### src/rtl/uart_io_buffer.sv
// Byte-level 8N1 UART front end: TX FIFO feeding a serialiser, and a deserialiser
// feeding an RX FIFO, both with ready/valid handshakes toward the core.
module uart_io_buffer #(
  parameter int unsigned CLKS_PER_BIT    = 868,
  parameter int unsigned FIFO_DEPTH_LOG2 = 4
) (
  input  logic       clk,
  input  logic       reset,
  input  logic [7:0] uart_in_data,
  input  logic       uart_in_valid,
  output logic       uart_in_ready,
  input  logic       uart_out_valid,
  output logic [7:0] uart_out_data,
  output logic       uart_out_ready,
  output logic       txd,
  input  logic       rxd,
  output logic       rx_overrun,
  output logic       rx_frame_err,
  output logic       tx_busy
);
  localparam int unsigned DEPTH = 1 << FIFO_DEPTH_LOG2;
  localparam int unsigned AW    = FIFO_DEPTH_LOG2;
  localparam int unsigned PW    = FIFO_DEPTH_LOG2 + 1;
  localparam int unsigned CW    = $clog2(CLKS_PER_BIT);
  localparam logic [CW-1:0] BIT_LAST  = CW'(CLKS_PER_BIT - 1);
  localparam logic [CW-1:0] HALF_LAST = CW'(CLKS_PER_BIT / 2 - 1);

  typedef enum logic [1:0] {TX_IDLE, TX_START, TX_DATA, TX_STOP} tx_state_e;
  typedef enum logic [2:0] {RX_IDLE, RX_START, RX_DATA, RX_STOP, RX_BREAK} rx_state_e;

  // TX side
  logic [7:0]    tx_mem_q [DEPTH];
  logic [PW-1:0] tx_wr_q, tx_wr_d, tx_rd_q, tx_rd_d;
  logic          tx_empty, tx_full, tx_push, tx_pop;
  tx_state_e     tx_state_q, tx_state_d;
  logic [CW-1:0] tx_cnt_q, tx_cnt_d;
  logic [2:0]    tx_idx_q, tx_idx_d;
  logic [7:0]    tx_shift_q, tx_shift_d;
  logic          txd_q, txd_d;

  assign tx_empty      = (tx_wr_q == tx_rd_q);
  assign tx_full       = (tx_wr_q[AW-1:0] == tx_rd_q[AW-1:0]) && (tx_wr_q[AW] != tx_rd_q[AW]);
  assign uart_in_ready = !tx_full;
  assign tx_push       = uart_in_valid && !tx_full;
  assign tx_busy       = !tx_empty || (tx_state_q != TX_IDLE);
  assign txd           = txd_q;

  always_ff @(posedge clk) begin
    if (tx_push) tx_mem_q[tx_wr_q[AW-1:0]] <= uart_in_data;
  end

  always_comb begin
    tx_state_d = tx_state_q;
    tx_cnt_d   = tx_cnt_q;
    tx_idx_d   = tx_idx_q;
    tx_shift_d = tx_shift_q;
    txd_d      = txd_q;
    tx_pop     = 1'b0;
    unique case (tx_state_q)
      TX_IDLE: begin
        if (!tx_empty) begin
          tx_pop     = 1'b1;
          tx_shift_d = tx_mem_q[tx_rd_q[AW-1:0]];
          txd_d      = 1'b0;
          tx_cnt_d   = '0;
          tx_state_d = TX_START;
        end
      end
      TX_START: begin
        if (tx_cnt_q == BIT_LAST) begin
          tx_cnt_d   = '0;
          tx_idx_d   = '0;
          txd_d      = tx_shift_q[0];
          tx_state_d = TX_DATA;
        end else begin
          tx_cnt_d = tx_cnt_q + CW'(1);
        end
      end
      TX_DATA: begin
        if (tx_cnt_q == BIT_LAST) begin
          tx_cnt_d = '0;
          if (tx_idx_q == 3'd7) begin
            txd_d      = 1'b1;
            tx_state_d = TX_STOP;
          end else begin
            tx_idx_d   = tx_idx_q + 3'd1;
            tx_shift_d = tx_shift_q >> 1;
            txd_d      = tx_shift_q[1];
          end
        end else begin
          tx_cnt_d = tx_cnt_q + CW'(1);
        end
      end
      TX_STOP: begin
        if (tx_cnt_q == BIT_LAST) begin
          tx_cnt_d = '0;
          // Chain straight into the next start bit when more data is queued.
          if (!tx_empty) begin
            tx_pop     = 1'b1;
            tx_shift_d = tx_mem_q[tx_rd_q[AW-1:0]];
            txd_d      = 1'b0;
            tx_state_d = TX_START;
          end else begin
            tx_state_d = TX_IDLE;
          end
        end else begin
          tx_cnt_d = tx_cnt_q + CW'(1);
        end
      end
      default: tx_state_d = TX_IDLE;
    endcase
    tx_wr_d = tx_wr_q + PW'(tx_push);
    tx_rd_d = tx_rd_q + PW'(tx_pop);
  end

  always_ff @(posedge clk or negedge reset) begin
    if (!reset) begin
      tx_state_q <= TX_IDLE;
      tx_cnt_q   <= '0;
      tx_idx_q   <= '0;
      tx_shift_q <= '0;
      txd_q      <= 1'b1;
      tx_wr_q    <= '0;
      tx_rd_q    <= '0;
    end else begin
      tx_state_q <= tx_state_d;
      tx_cnt_q   <= tx_cnt_d;
      tx_idx_q   <= tx_idx_d;
      tx_shift_q <= tx_shift_d;
      txd_q      <= txd_d;
      tx_wr_q    <= tx_wr_d;
      tx_rd_q    <= tx_rd_d;
    end
  end

  // RX side
  logic          rx_meta_q, rxs_q;
  logic [7:0]    rx_mem_q [DEPTH];
  logic [PW-1:0] rx_wr_q, rx_wr_d, rx_rd_q, rx_rd_d;
  logic          rx_empty, rx_full, rx_pop, rx_push, rx_accept, rx_ferr_set;
  rx_state_e     rx_state_q, rx_state_d;
  logic [CW-1:0] rx_cnt_q, rx_cnt_d;
  logic [2:0]    rx_idx_q, rx_idx_d;
  logic [7:0]    rx_shift_q, rx_shift_d;
  logic          rx_ovr_q, rx_ovr_d, rx_ferr_q, rx_ferr_d;

  assign rx_empty       = (rx_wr_q == rx_rd_q);
  assign rx_full        = (rx_wr_q[AW-1:0] == rx_rd_q[AW-1:0]) && (rx_wr_q[AW] != rx_rd_q[AW]);
  assign uart_out_ready = !rx_empty;
  assign uart_out_data  = rx_empty ? 8'h00 : rx_mem_q[rx_rd_q[AW-1:0]];
  assign rx_pop         = uart_out_valid && !rx_empty;
  // A pop on the same edge frees the slot the push lands in.
  assign rx_accept      = rx_push && (!rx_full || rx_pop);
  assign rx_overrun     = rx_ovr_q;
  assign rx_frame_err   = rx_ferr_q;

  always_ff @(posedge clk) begin
    if (rx_accept) rx_mem_q[rx_wr_q[AW-1:0]] <= rx_shift_q;
  end

  always_comb begin
    rx_state_d  = rx_state_q;
    rx_cnt_d    = rx_cnt_q;
    rx_idx_d    = rx_idx_q;
    rx_shift_d  = rx_shift_q;
    rx_push     = 1'b0;
    rx_ferr_set = 1'b0;
    unique case (rx_state_q)
      RX_IDLE: begin
        if (!rxs_q) begin
          rx_cnt_d   = '0;
          rx_state_d = RX_START;
        end
      end
      RX_START: begin
        if (rx_cnt_q == HALF_LAST) begin
          rx_cnt_d   = '0;
          rx_idx_d   = '0;
          rx_state_d = rxs_q ? RX_IDLE : RX_DATA;
        end else begin
          rx_cnt_d = rx_cnt_q + CW'(1);
        end
      end
      RX_DATA: begin
        if (rx_cnt_q == BIT_LAST) begin
          rx_cnt_d   = '0;
          rx_shift_d = {rxs_q, rx_shift_q[7:1]};
          rx_idx_d   = rx_idx_q + 3'd1;
          if (rx_idx_q == 3'd7) rx_state_d = RX_STOP;
        end else begin
          rx_cnt_d = rx_cnt_q + CW'(1);
        end
      end
      RX_STOP: begin
        if (rx_cnt_q == BIT_LAST) begin
          rx_cnt_d = '0;
          if (rxs_q) begin
            rx_push    = 1'b1;
            rx_state_d = RX_IDLE;
          end else begin
            rx_ferr_set = 1'b1;
            rx_state_d  = RX_BREAK;
          end
        end else begin
          rx_cnt_d = rx_cnt_q + CW'(1);
        end
      end
      RX_BREAK: begin
        if (rxs_q) rx_state_d = RX_IDLE;
      end
      default: rx_state_d = RX_IDLE;
    endcase
    rx_wr_d   = rx_wr_q + PW'(rx_accept);
    rx_rd_d   = rx_rd_q + PW'(rx_pop);
    rx_ovr_d  = rx_ovr_q | (rx_push && !rx_accept);
    rx_ferr_d = rx_ferr_q | rx_ferr_set;
  end

  always_ff @(posedge clk or negedge reset) begin
    if (!reset) begin
      rx_meta_q  <= 1'b1;
      rxs_q      <= 1'b1;
      rx_state_q <= RX_IDLE;
      rx_cnt_q   <= '0;
      rx_idx_q   <= '0;
      rx_shift_q <= '0;
      rx_wr_q    <= '0;
      rx_rd_q    <= '0;
      rx_ovr_q   <= 1'b0;
      rx_ferr_q  <= 1'b0;
    end else begin
      rx_meta_q  <= rxd;
      rxs_q      <= rx_meta_q;
      rx_state_q <= rx_state_d;
      rx_cnt_q   <= rx_cnt_d;
      rx_idx_q   <= rx_idx_d;
      rx_shift_q <= rx_shift_d;
      rx_wr_q    <= rx_wr_d;
      rx_rd_q    <= rx_rd_d;
      rx_ovr_q   <= rx_ovr_d;
      rx_ferr_q  <= rx_ferr_d;
    end
  end

endmodule

### config.mk
export PLATFORM = sky130hd
export DESIGN_NAME = uart_io_buffer
export DESIGN_NICKNAME = d
export VERILOG_FILES = /design/src/rtl/uart_io_buffer.sv
export SDC_FILE = /design/constraint.sdc
export NUM_CORES = 1
export LEC_CHECK = 0
export BUFFER_PORTS_ARGS = -buffer_cell sky130_fd_sc_hd__buf_2
export CAP_MARGIN = 20
export CORE_MARGIN = 2
export CORE_UTILIZATION = 40
export CTS_CLUSTER_DIAMETER = 50
export DETAILED_ROUTE_END_ITERATION = 10
export PLACE_DENSITY = 0.55
export SLEW_MARGIN = 0
export SYNTH_ARGS = -nofsm -noshare
export SYNTH_HDL_FRONTEND = slang
export SYNTH_SLANG_ARGS = --single-unit
### constraint.sdc
create_clock -name clk -period 3.9 [get_ports clk]
set_clock_uncertainty 0.05 [all_clocks]
set_input_delay 0.195 -clock clk [delete_from_list [all_inputs] [get_ports clk]]
set_output_delay 0.195 -clock clk [all_outputs]
set_load 0.03 [all_outputs]
==> reports/results.env, run 1 <==
SYNTH_SIMPLE_GATE_AREA_SHARE_PCT=6.857
MULTI_INPUT_GATE_AREA_IN_THE_FINAL_LAYOUT_MM2=0.003876
CP_NUM_BUF_INV=2
FIN_WORST_HOLD_SLACK_NS=0.01864
SYN_AREA_MM2=0.01354
TOTAL_OF_FILL_CELLS_IN_THE_FINISHED_DESIGN=2816
ANT_NETS=0
CTS_BUFFER_COUNT=37
YS_ASYNC_SR_FRACTION_PCT=21.95
IO_PINS=27
FIRST_GLOBAL_VIAS=7422
WORSTSETUPSTARTPOINT='rx_rd_q[0]'
MOST_FREQUENT_STANDARD_CELL_IN_THE_LAYOUT_EXCLUDING_FILL_AND_TAP_CELLS='sky130_fd_sc_hd__edfxtp_1'
POST-SYNTH-TOP-AREA-FRACTION_PCT=56.78
DRT_DRC_VIOLATIONS_LEFT=0
CRIT_PATH_FREQUENT_CELL='sky130_fd_sc_hd__mux4_2'
INITIAL_CORE_UTIL_PCT=40.48
WORSTHOLDPATHTYPE='in -> reg'
FINALSETUPTNS_NS=0
DIE_HEIGHT_UM=188.0
SLOWEST_STAGE='sky130_fd_sc_hd__dfrtp_2'
POST_LAYOUT_NONFILLER_INSTANCES=1304
FINALMAXSLEWVIOLATIONS=0
DIE_AREA_MM2=0.03534
CLOCK_LATENCY_NS=0.52
GRT_START_MAX_NET_PINS=73
RSZ_0062_RAISED_AFTER_GLOBAL_ROUTING='false'
VIASPERCELL=5.458
FP-ROW-COUNT=67
GP_ROUTABILITY_CONGESTION=0.8204
STATIC-LEAKAGE-POWER_nW=5.682
GLOBAL_ROUTE_WIRE_LENGTH_BEFORE_REPAIR_UM=43560
DETAIL_ROUTE.WL_PER_CELL_UM=21.16
FINAL_HOLD_VIOLATING_ENDPOINTS=0
GLOBALROUTETOTALUTIL_PCT=16.00
FIN_NETS=863
WORSTSETUPPATHTYPE='reg -> out'
ANTENNA_CELLS=0
YOSYSWARNINGCOUNT=0
SYNTH_XOR_AREA_SHARE_PCT=1.617
POST_SYNTH_MAIN_AREA_CONTRIBUTORS='sky130_fd_sc_hd__edfxtp_1, sky130_fd_sc_hd__dfrtp_1, sky130_fd_sc_hd__mux4_2, sky130_fd_sc_hd__ha_1, sky130_fd_sc_hd__mux2_2'
REPORT.FINAL.SETUP_VIOL=0
POST_SYNTH_INST_COUNT=779
CRITICAL_PATH_SINK_TYPE='primary output'
TRITONCTS_NUM_SINKS=328
CP_SLOWEST_STAGE_DELAY_NS=0.79
TIMING.FINAL.CRIT_SHARE_PCT=85.23
SYNTH_LARGEST_AREA_CELL='sky130_fd_sc_hd__edfxtp_1'
SYNTH.FF_LATCH_COUNT=328
GLOBALROUTE.TOTALOVERFLOW=0
DETAILED_ROUTE_WL_UM=27590
POST_SYNTH_FA_HA_MAJ_AREA_FRACTION_PCT=1.848
FLOW.AREA_GROWTH_FROM_SYNTHESIS_PCT=13.53
FINALCOREUTILIZATION_PCT=45.95
IO_BUFFER_COUNT=26
WORST_SLEW_MARGIN_REL_PCT=36.50
PWR_DENSITY_CELL_mW_PER_MM2=633.6
CTSHTREEMAXLEVEL=2
ARRIVAL_TIME_REPORTED_FOR_THE_CRITICAL_PATH_ENDPOINT_NS=3.08
SYN_AVG_CELL_AREA_UM2=17.38
SYNTH_MUX_AREA_SHARE_PCT=13.59
WORST_R2R_STARTPOINT='rx_cnt_q[3]'
FLOORPLAN.CORE_AREA_MM2=0.03345
MIN_FROM='uart_in_data[7]'
DETAILED_PLACE_HPWL_UM=18020
ANTENNA_FOUND_INITIAL=0
WORST_PATH_REQUIRED_NS=3.65
START_KIND='register'
STATUS='complete, no violations'
SYNTH-SEQ-AREA-SHARE_PCT=70.11
YOSYS.CELL_TYPES.COUNT=61
SYNTH_EDF_COUNT=256
POWER.IR.VDD_WORST_uV=398.3
CTS_MAX_PATH_BUFFERS=3
NUM_VIAS=7117
SYN_NETS=812
PATH_CELLS='buf_4, mux4_2, mux4_2, nor2b_1, buf_2'
FF_LATCH_AREA_MM2=0.009497
INITIALDRTVIOLATIONCOUNT=539
SYNTH_TOP_FAMILY_BY_AREA='multiplexers'
NUMBER_OF_VIOLATIONS_OF_THE_MAX_CAPACITANCE_LIMIT=0
DETAIL_ROUTE.FIRST_PASS.ITERATIONS=5
CRITICAL_PATH.TOP_DELAY_FAMILY='multiplexers'
DIE_W_UM=188.0
POST_ROUTE_CELLS_DRIVE_ABOVE_1_SHARE_PCT=23.13
FINALCRITICALPERIOD_NS=3.324
WORST-SLEW-PIN-TRANSITION_NS=0.9525
MOST-COMMON-LAYOUT-CELLS='sky130_fd_sc_hd__edfxtp_1, sky130_fd_sc_hd__mux4_2, sky130_fd_sc_hd__dfrtp_1'
TIMING.FMAX_MHz=300.8
PLACED_CELLS=1237
CLK_ROOT_BUFFER_CELL='sky130_fd_sc_hd__clkbuf_16'
SYNTH-MAIN-FF-CELL='sky130_fd_sc_hd__edfxtp_1'
PATH_MAX_FANOUT=19
CTS.CLK_SLEW.WORST_PATHS_NS=0.06
TRITONCTS_CLOCK_TREE='built'
SYNTH_COMPOUND_GATE_AREA_SHARE_PCT=4.713
-- metal layers --
metal | global-route usage, % | up-vias | part of all wire (%) | routed length [um]
met4 | 4.603 | 0 | 2.1 | 589
met5 | 0 | - | 0 | 0
met1 | 21.93 | 3731 | 45 | 12400
met2 | 26.48 | 144 | 49 | 13630
li1 | - | 3200 | - | -
met3 | 2.639 | 42 | 3.5 | 968
-- Yosys cell counts (8+ instances only) --
master                     number
sky130_fd_sc_hd__edfxtp_1     256
sky130_fd_sc_hd__dfrtp_1       69
sky130_fd_sc_hd__mux4_2        67
sky130_fd_sc_hd__nor2_1        45
sky130_fd_sc_hd__o21ai_0       27
sky130_fd_sc_hd__nand2_1       23
sky130_fd_sc_hd__nor2b_1       21
sky130_fd_sc_hd__ha_1          20
sky130_fd_sc_hd__clkbuf_1      17
sky130_fd_sc_hd__mux2_2        17
sky130_fd_sc_hd__a21oi_1       16
sky130_fd_sc_hd__nand3_1       16
sky130_fd_sc_hd__nor3_1        15
sky130_fd_sc_hd__xnor2_1       15
sky130_fd_sc_hd__mux2i_1       14
sky130_fd_sc_hd__buf_2         10
sky130_fd_sc_hd__nand3b_1      10
sky130_fd_sc_hd__xor2_1        10
sky130_fd_sc_hd__a22o_1         9
sky130_fd_sc_hd__a211oi_1       8
sky130_fd_sc_hd__inv_1          8
sky130_fd_sc_hd__nand2b_1       8
sky130_fd_sc_hd__o22ai_1        8
-- where the power goes --
part | internal [W] | switching, W | total [W]
clock | 0.00189 | 0.00135 | 0.00324
sequential | 0.00406 | 0.000289 | 0.00435
combinational | 0.00100 | 0.00115 | 0.00215
total | 0.00695 | 0.00279 | 0.00974
-- flip-flops by register name (all words and copies together), names as in the netlist, 2 cells and up --
signal      flops
rx_mem_q      128
tx_mem_q      128
rx_cnt_q       10
tx_cnt_q       10
rx_shift_q      8
tx_shift_q      8
rx_rd_q         5
rx_wr_q         5
tx_rd_q         5
tx_wr_q         5
rx_idx_q        3
rx_state_q      3
tx_idx_q        3
tx_state_q      2
-- timing repair --
action | in CTS | in global routing
hold buffers | 2 | 0
endpoints found under the hold margin | 70 | 0
buffers inserted | 0 | 0
resized for setup | 0 | 0
-- cells by family after synthesis --
group / after synthesis
buffers and inverters: 40
XOR/XNOR: 25
multiplexers: 98
adder cells (fa/ha/maj): 20
flip-flops: 328
AND/OR/NAND/NOR: 171
AO/OA/AOI/OAI: 97
-- worst paths after layout --
kind / to / slack, ns / cells after the start
min in group asynchronous: rx_cnt_q[9] / 0.32 / 2
worst max register to register: rx_mem_q[4][3] / 0.89 / 5
worst min register to register: rxs_q / 0.32 / 0
worst min-delay path: tx_mem_q[13][7] / 0.02 / 1
max in group asynchronous: tx_rd_q[0] / 2.79 / 2
worst max-delay path: uart_out_data[7] / 0.58 / 5
-- area by class of cell --
cell class / count / share of cell area, %
Clock buffer: 43 / 6.170
Clock inverter: 22 / 1.213
Inverter: 8 / 0.1954
Tap cell: 448 / 3.647
Multi-Input combinational cell: 411 / 25.22
Sequential cell: 328 / 61.78
Timing Repair Buffer: 44 / 1.775
-- metrics by stage --
stage	area, um2	setup WS, ns	total power (W)
2_1_floorplan	13540	1.115	0.006003
3_3_place_gp	14220	0.9581	0.006538
3_5_place_dp	14220	0.8400	0.006607
4_1_cts	15370	0.4764	0.009874
5_1_grt	15370	0.3832	0.01021
6_report	15370	0.5761	0.009739
(Power assumes the default switching activity.)
==> run 2, diff against run 1 <==
--- a/config.mk
+++ b/config.mk
@@ -5,13 +5,15 @@
 export SDC_FILE = /design/constraint.sdc
 export NUM_CORES = 1
 export LEC_CHECK = 0
+export ABC_AREA = 1
 export BUFFER_PORTS_ARGS = -buffer_cell sky130_fd_sc_hd__buf_2
 export CAP_MARGIN = 20
 export CORE_MARGIN = 2
-export CORE_UTILIZATION = 40
+export CORE_UTILIZATION = 60
 export CTS_CLUSTER_DIAMETER = 50
 export DETAILED_ROUTE_END_ITERATION = 10
-export PLACE_DENSITY = 0.55
+export PLACE_DENSITY = 0.77
+export SETUP_SLACK_MARGIN = 0.5
 export SLEW_MARGIN = 0
 export SYNTH_ARGS = -nofsm -noshare
 export SYNTH_HDL_FRONTEND = slang
==> run 2 against run 1 <==
Net effect: count of clock-buffer cells in the layout did not move; largest cell class unchanged; hold slack improved by 0.018 ns; sequential share of layout area fell by 0.97 points; sequential cell count did not move; routed wire length rose by 8.6%; area after synthesis rose by 4.4%; worst setup slack improved by 0.27 ns; non-clock buffer count fell by 9; critical path depth rose by 5; utilization rose by 21 points.
==> reports/results.env, run 2 <==
CLK_ROOT_BUFFER_CELL='sky130_fd_sc_hd__clkbuf_16'
WORSTHOLDPATHTYPE='in -> reg'
SWSHARE_PCT=22.68
PATH_MAX_FANOUT=36
TRITONCTS_CLOCK_TREE='built'
YS_ASYNC_SR_FRACTION_PCT=21.95
WORST-SLEW-PIN-TRANSITION_NS=0.9211
STATIC-LEAKAGE-POWER_nW=6.378
FLOORPLAN.CORE_AREA_MM2=0.02326
SYNTH_COMPOUND_GATE_AREA_SHARE_PCT=8.236
FINAL_HOLD_VIOLATING_ENDPOINTS=0
POST_ROUTE_CELLS_DRIVE_ABOVE_1_SHARE_PCT=9.442
CRITICAL_PATH_SINK_TYPE='primary output'
YOSYSWARNINGCOUNT=0
CTSHTREEMAXLEVEL=2
SYNTH_EDF_COUNT=256
RSZ_0062_RAISED_AFTER_GLOBAL_ROUTING='false'
CTS.CLK_SLEW.WORST_PATHS_NS=0.06
SYNTH_LARGEST_AREA_CELL='sky130_fd_sc_hd__edfxtp_1'
CLOCK_POWER_SHARE_PCT=42.5
POSTCTSSETUPREPAIRBUFS=0
CP_SLOWEST_STAGE_DELAY_NS=0.77
CTS_BUFFER_COUNT=35
SW_PWR_W=0.001732
IO_PINS=27
DETAILED_ROUTE_WL_UM=29950
DETAIL_ROUTE.FIRST_PASS.ITERATIONS=5
DRT_DRC_VIOLATIONS_LEFT=0
TIMING.FINAL.CRIT_SHARE_PCT=78.25
DIE_W_UM=157.5
FLOW.AREA_GROWTH_FROM_SYNTHESIS_PCT=10.53
FINALSETUPTNS_NS=0
SLOWEST_STAGE='sky130_fd_sc_hd__dfrtp_2'
CLOCK_LATENCY_NS=0.53
DIE_AREA_MM2=0.02479
SYNTH_SIMPLE_GATE_AREA_SHARE_PCT=17.47
TIMING.FMAX_MHz=327.7
GLOBALROUTE.TOTALOVERFLOW=0
SYNTH_COMMONEST_CELLS='sky130_fd_sc_hd__edfxtp_1, sky130_fd_sc_hd__nor2_1, sky130_fd_sc_hd__nand2_1'
SHARE_SEQ_OF_TOTAL_POWER_PCT=52.3
GRT_START_MAX_NET_PINS=73
REPORT.FINAL.SETUP_VIOL=0
POST_LAYOUT_NONFILLER_INSTANCES=1664
MOST-COMMON-LAYOUT-CELLS='sky130_fd_sc_hd__edfxtp_1, sky130_fd_sc_hd__nor2_1, sky130_fd_sc_hd__nand2_1'
SYNTH.FF_LATCH_COUNT=328
CP_NUM_BUF_INV=3
POWER.IR.VDD_WORST_uV=489.5
GP_ROUTABILITY_CONGESTION=0.8564
IO_BUFFER_COUNT=26
MOST_FREQUENT_STANDARD_CELL_IN_THE_LAYOUT_EXCLUDING_FILL_AND_TAP_CELLS='sky130_fd_sc_hd__edfxtp_1'
PLACED_CELLS=1598
CTS_MAX_PATH_BUFFERS=3
DETAIL_ROUTE.WL_PER_CELL_UM=18.00
ANTENNA_CELLS=0
INITIAL_CORE_UTIL_PCT=60.74
WORST_PATH_REQUIRED_NS=3.65
POST_SYNTH_MAIN_AREA_CONTRIBUTORS='sky130_fd_sc_hd__edfxtp_1, sky130_fd_sc_hd__dfrtp_1, sky130_fd_sc_hd__nor2_1, sky130_fd_sc_hd__nand2_1, sky130_fd_sc_hd__o21ai_0'
WORSTSETUPPATHTYPE='reg -> out'
SYNTH-SEQ-AREA-SHARE_PCT=67.19
WORST_SLEW_MARGIN_REL_PCT=38.60
NUM_VIAS=9378
DIE_HEIGHT_UM=157.5
POST_SYNTH_INST_COUNT=1297
POST-SYNTH-TOP-AREA-FRACTION_PCT=54.41
YOSYS.CELL_COUNT.TOP_TYPE='sky130_fd_sc_hd__edfxtp_1'
FINALMAXSLEWVIOLATIONS=0
SYNTH-MAIN-FF-CELL='sky130_fd_sc_hd__edfxtp_1'
STATUS='complete, no violations'
ANT_NETS=0
TRITONCTS_NUM_SINKS=328
PWR_DENSITY_CELL_mW_PER_MM2=489.1
FIRST_GLOBAL_VIAS=9138
YOSYS.CELL_TYPES.COUNT=41
START_KIND='register'
SYN_AREA_MM2=0.01413
SYNTH_XOR_AREA_SHARE_PCT=1.541
FIN_NETS=1352
ARRIVAL_TIME_REPORTED_FOR_THE_CRITICAL_PATH_ENDPOINT_NS=2.81
INITIALDRTVIOLATIONCOUNT=677
SYN_NETS=1330
ANTENNA_FOUND_INITIAL=0
GLOBAL_ROUTE_WIRE_LENGTH_BEFORE_REPAIR_UM=47880
CELLINTERNALPOWER_W=0.005906
CRITICAL_PATH.TOP_DELAY_FAMILY='flip-flops'
SYNTH_TOP_FAMILY_BY_AREA='simple AND/OR/NAND/NOR gates'
FINALCOREUTILIZATION_PCT=67.13
COMBINATIONALPOWERSHARE_PCT=5.2
SYNTH_MUX_AREA_SHARE_PCT=0
FINALCRITICALPERIOD_NS=3.052
FP-ROW-COUNT=56
PATH_CELLS='buf_4, nor2_1, nor2_1, o21ai_0, o21ai_1, nand2_1, nand2_1, inv_1, a21oi_1, buf_2'
POST_SYNTH_FA_HA_MAJ_AREA_FRACTION_PCT=1.771
DETAILED_PLACE_HPWL_UM=18690
SYN_AVG_CELL_AREA_UM2=10.89
VIASPERCELL=5.636
NUMBER_OF_VIOLATIONS_OF_THE_MAX_CAPACITANCE_LIMIT=0
GLOBALROUTETOTALUTIL_PCT=25.14
-- run 2: cell count changes after synthesis, sizes merged, moves of 17 or more --
cell,change
mux4,-67
buf,+20
nand2,+205
nor2b,-21
mux2,-17
o211ai,+17
nand3,+62
inv,+64
o21ai,+135
nor2,+216
-- run 2: per-stage QoR --
step / instance area (um2) / power, W / setup WS, ns / hold WS [ns]
after global routing: 15620 / 0.007859 / 0.6897 / 0.04134
after global placement: 14450 / 0.004442 / 1.267 / 0.2510
after detailed placement: 14450 / 0.004456 / 1.265 / 0.2512
after floorplan: 14130 / 0.004318 / 1.702 / -0.1506
final: 15620 / 0.007638 / 0.8483 / 0.03685
after CTS: 15610 / 0.007676 / 0.7120 / 0.02568
-- run 2: area by class of cell --
class / instances / area [um2]
Multi-Input combinational cell: 845 / 4100
Inverter: 74 / 280.3
Fill cell: 1763 / 7646
Clock inverter: 20 / 226.5
Timing Repair Buffer: 35 / 207.7
Tap cell: 319 / 399.1
Sequential cell: 328 / 9497
Clock buffer: 43 / 905.9
-- run 2: kinds of logic after synthesis --
group           count (synthesis)
flops                         328
xor+xnor                       24
fa+ha+maj                      20
buf+inv                       124
simple gates                  586
compound gates                215
-- run 2: power by group through the flow --
stage	clock network, W	registers, W	logic, W
after global placement	0	0.00406	0.000382
after CTS	0.00328	0.00400	0.000398
after detailed placement	0	0.00407	0.000390
after global routing	0.00341	0.00401	0.000436
after floorplan	0	0.00404	0.000279
final	0.00324	0.00400	0.000397
-- run 2: timing repair --
| action | CTS | global route |
|---|---|---|
| hold endpoints to repair | 71 | 0 |
| endpoints found under the setup margin | 0 | 1 |
| resized for setup | 0 | 2 |
| hold buffers | 3 | 0 |
-- run 2: path summary, 6_finish.rpt --
check | from | end | slack [ns] | cells past startpoint
max reg2reg | rx_rd_q[0] | rx_mem_q[15][1] | 1.22 | 5
min reg2reg | rx_meta_q | rxs_q | 0.30 | 0
max | rx_rd_q[0] | uart_out_data[4] | 0.85 | 10
min | uart_in_data[2] | tx_mem_q[14][2] | 0.04 | 1
min in group asynchronous | reset | rx_wr_q[2] | 0.30 | 2
max in group asynchronous | reset | tx_rd_q[0] | 2.83 | 2
-- run 2: routing by layer --
metal / track usage, % / wire [um]
met1: 32.36 / 12130
met5: 0 / 0
met4: 9.437 / 1027
met3: 3.800 / 1725
met2: 43.48 / 15060
==> run 3, diff against run 2 <==
--- a/config.mk
+++ b/config.mk
@@ -5,7 +5,7 @@
 export SDC_FILE = /design/constraint.sdc
 export NUM_CORES = 1
 export LEC_CHECK = 0
-export ABC_AREA = 1
+export ABC_AREA = 0
 export BUFFER_PORTS_ARGS = -buffer_cell sky130_fd_sc_hd__buf_2
 export CAP_MARGIN = 20
 export CORE_MARGIN = 2
==> constraint.sdc (replaced) <==
create_clock -name clk -period 3 [get_ports clk]
set_clock_uncertainty 0.05 [all_clocks]
set_input_delay 0.15 -clock clk [delete_from_list [all_inputs] [get_ports clk]]
set_output_delay 0.15 -clock clk [all_outputs]
set_load 0.03 [all_outputs]
==> run 3 against run 2 <==
Net effect: count of clock-buffer cells in the layout rose by 2; non-clock buffer count rose by 52; combinational power rose to 8.0 times the previous value; worst setup slack got worse by 0.57 ns; sequential cell count did not move; sequential share of layout area barely moved; critical endpoint is now uart_out_data[1].
==> reports/results.env, run 3 (same netlist as run 1, synthesis figures left out) <==
CRIT_PATH_FREQUENT_CELL='sky130_fd_sc_hd__mux4_2'
VIASPERCELL=6.328
DETAILED_ROUTE_WL_UM=27330
TIMING.FMAX_MHz=367.0
POST_ROUTE_CELLS_DRIVE_ABOVE_1_SHARE_PCT=27.12
CRITICAL_PATH_SINK_TYPE='primary output'
DETAILED_PLACE_HPWL_UM=16720
FP-ROW-COUNT=54
PWR_DENSITY_CELL_mW_PER_MM2=829.3
POWER.IR.VDD_WORST_uV=631.0
NUMBER_OF_VIOLATIONS_OF_THE_MAX_CAPACITANCE_LIMIT=0
DIE_HEIGHT_UM=154.2
TRITONCTS_CLOCK_TREE='built'
DRT_DRC_VIOLATIONS_LEFT=0
WORSTSETUPPATHTYPE='reg -> out'
PLACED_AREA_MM2=0.01425
STATIC-LEAKAGE-POWER_nW=5.934
SLOWEST_STAGE='sky130_fd_sc_hd__mux4_2'
CTS_BUFFER_COUNT=35
INITIAL_CORE_UTIL_PCT=61.66
PATH_CELLS='buf_12, mux4_2, mux4_2, nor2b_1, buf_2'
ANTENNA_CELLS=0
NUM_VIAS=7442
GLOBAL_ROUTE_WIRE_LENGTH_BEFORE_REPAIR_UM=42820
FLOW.AREA_GROWTH_FROM_SYNTHESIS_PCT=15.33
RSZ_0062_RAISED_AFTER_GLOBAL_ROUTING='true'
TOP_LAYER='met4'
FF2FF_SETUP_SLACK_NS=0.61
GLOBALROUTETOTALUTIL_PCT=23.61
FINALSETUPTNS_NS=0
WORSTHOLDPATHTYPE='in -> reg'
MOST_FREQUENT_STANDARD_CELL_IN_THE_LAYOUT_EXCLUDING_FILL_AND_TAP_CELLS='sky130_fd_sc_hd__edfxtp_1'
ANTENNA_FOUND_INITIAL=0
ARRIVAL_TIME_REPORTED_FOR_THE_CRITICAL_PATH_ENDPOINT_NS=2.52
FINALCRITICALPERIOD_NS=2.725
MOST-COMMON-LAYOUT-CELLS='sky130_fd_sc_hd__edfxtp_1, sky130_fd_sc_hd__mux4_2, sky130_fd_sc_hd__dfrtp_1'
WORST-SLEW-PIN-TRANSITION_NS=0.9130
WL_MET3_UM=1410
IO_PINS=27
ANT_NETS=0
FINAL_CELL_AREA_MM2=0.01562
FLOORPLAN.CORE_AREA_MM2=0.02196
DIE_AREA_MM2=0.02378
WORST_PATH_REQUIRED_NS=2.80
CP_SLOWEST_STAGE_DELAY_NS=0.57
DETAIL_ROUTE.FIRST_PASS.ITERATIONS=5
ROUTE.LAYER.MET1.WL_UM=11060
CTSHTREEMAXLEVEL=2
TRITONCTS_NUM_SINKS=328
MET2ROUTEDLENGTH_UM=14330
REPORT.FINAL.SETUP_VIOL=0
IO_BUFFER_COUNT=26
GP_ROUTABILITY_CONGESTION=0.7891
CLOCK_LATENCY_NS=0.51
FIRST_GLOBAL_VIAS=7594
TIMING.FINAL.CRIT_SHARE_PCT=90.82
DETAIL_ROUTE.WL_PER_CELL_UM=23.24
START_KIND='register'
WORST_SLEW_MARGIN_REL_PCT=39.14
DIE_W_UM=154.2
CP_NUM_BUF_INV=2
CTS.CLK_SLEW.WORST_PATHS_NS=0.06
CLK_ROOT_BUFFER_CELL='sky130_fd_sc_hd__clkbuf_16'
STATUS='complete, no violations'
FIN_NETS=904
PATH_MAX_FANOUT=15
CTS_MAX_PATH_BUFFERS=3
GLOBALROUTE.TOTALOVERFLOW=0
CRITICAL_PATH.TOP_DELAY_FAMILY='multiplexers'
FINALMAXSLEWVIOLATIONS=0
INITIALDRTVIOLATIONCOUNT=651
GRT_START_MAX_NET_PINS=73
FINAL_HOLD_VIOLATING_ENDPOINTS=0
## run 3: per-layer routing
| layer | global-route usage (%) | up-vias |
|---|---|---|
| li1 | - | 3279 |
| met1 | 31.91 | 3867 |
| met2 | 41.06 | 255 |
| met3 | 3.558 | 41 |
| met4 | 6.053 | 0 |
| met5 | 0 | - |
## run 3: what timing repair did
action                                  in CTS  in global routing
endpoints found under the setup margin      57                 93
endpoints found under the hold margin      133                  0
pin swaps                                    1                  5
buffers inserted                             3                  5
gates resized for setup                     12                 10
hold buffers                                 7                  0
## run 3: power by group
group	internal (W)	switching (W)	total (W)	leakage (nW)
registers	0.00528	0.000268	0.00555	3.57
logic	0.00150	0.00169	0.00319	1.83
clock network	0.00253	0.00168	0.00421	0.541
## run 3: cell type report
type / count / area [um2]
Timing Repair Buffer: 87 / 660.6
Clock buffer: 45 / 965.9
Fill cell: 1316 / 6344
Clock inverter: 17 / 162.7
Multi-Input combinational cell: 411 / 3949
Inverter: 8 / 30.03
Sequential cell: 328 / 9497
Tap cell: 280 / 350.3
## run 3: worst paths after layout
path / start / endpoint / depth (start not counted)
hold reg to reg: rx_meta_q / rxs_q / 0
min in group asynchronous: reset / rx_cnt_q[1] / 2
setup reg to reg: rx_cnt_q[2] / rx_shift_q[5] / 4
max in group asynchronous: reset / tx_rd_q[0] / 2
hold / removal: uart_in_data[7] / tx_mem_q[1][7] / 1
setup / recovery: rx_rd_q[0] / uart_out_data[1] / 5
## run 3: per-stage QoR
step                      hold slack (ns)  worst slack, ns  instances  total power [W]  utilization [%]
after floorplan                   -0.1956           0.4285        779         0.007807                -
after global placement             0.2181           0.4264       1099         0.008500            64.92
after detailed placement           0.2174           0.3454       1099         0.008620            64.92
after CTS                        0.007114           0.2531       1171          0.01292            70.70
after global routing              0.01862           0.2166       1176          0.01349            71.11
final                             0.02004           0.2753       1176          0.01295            71.11
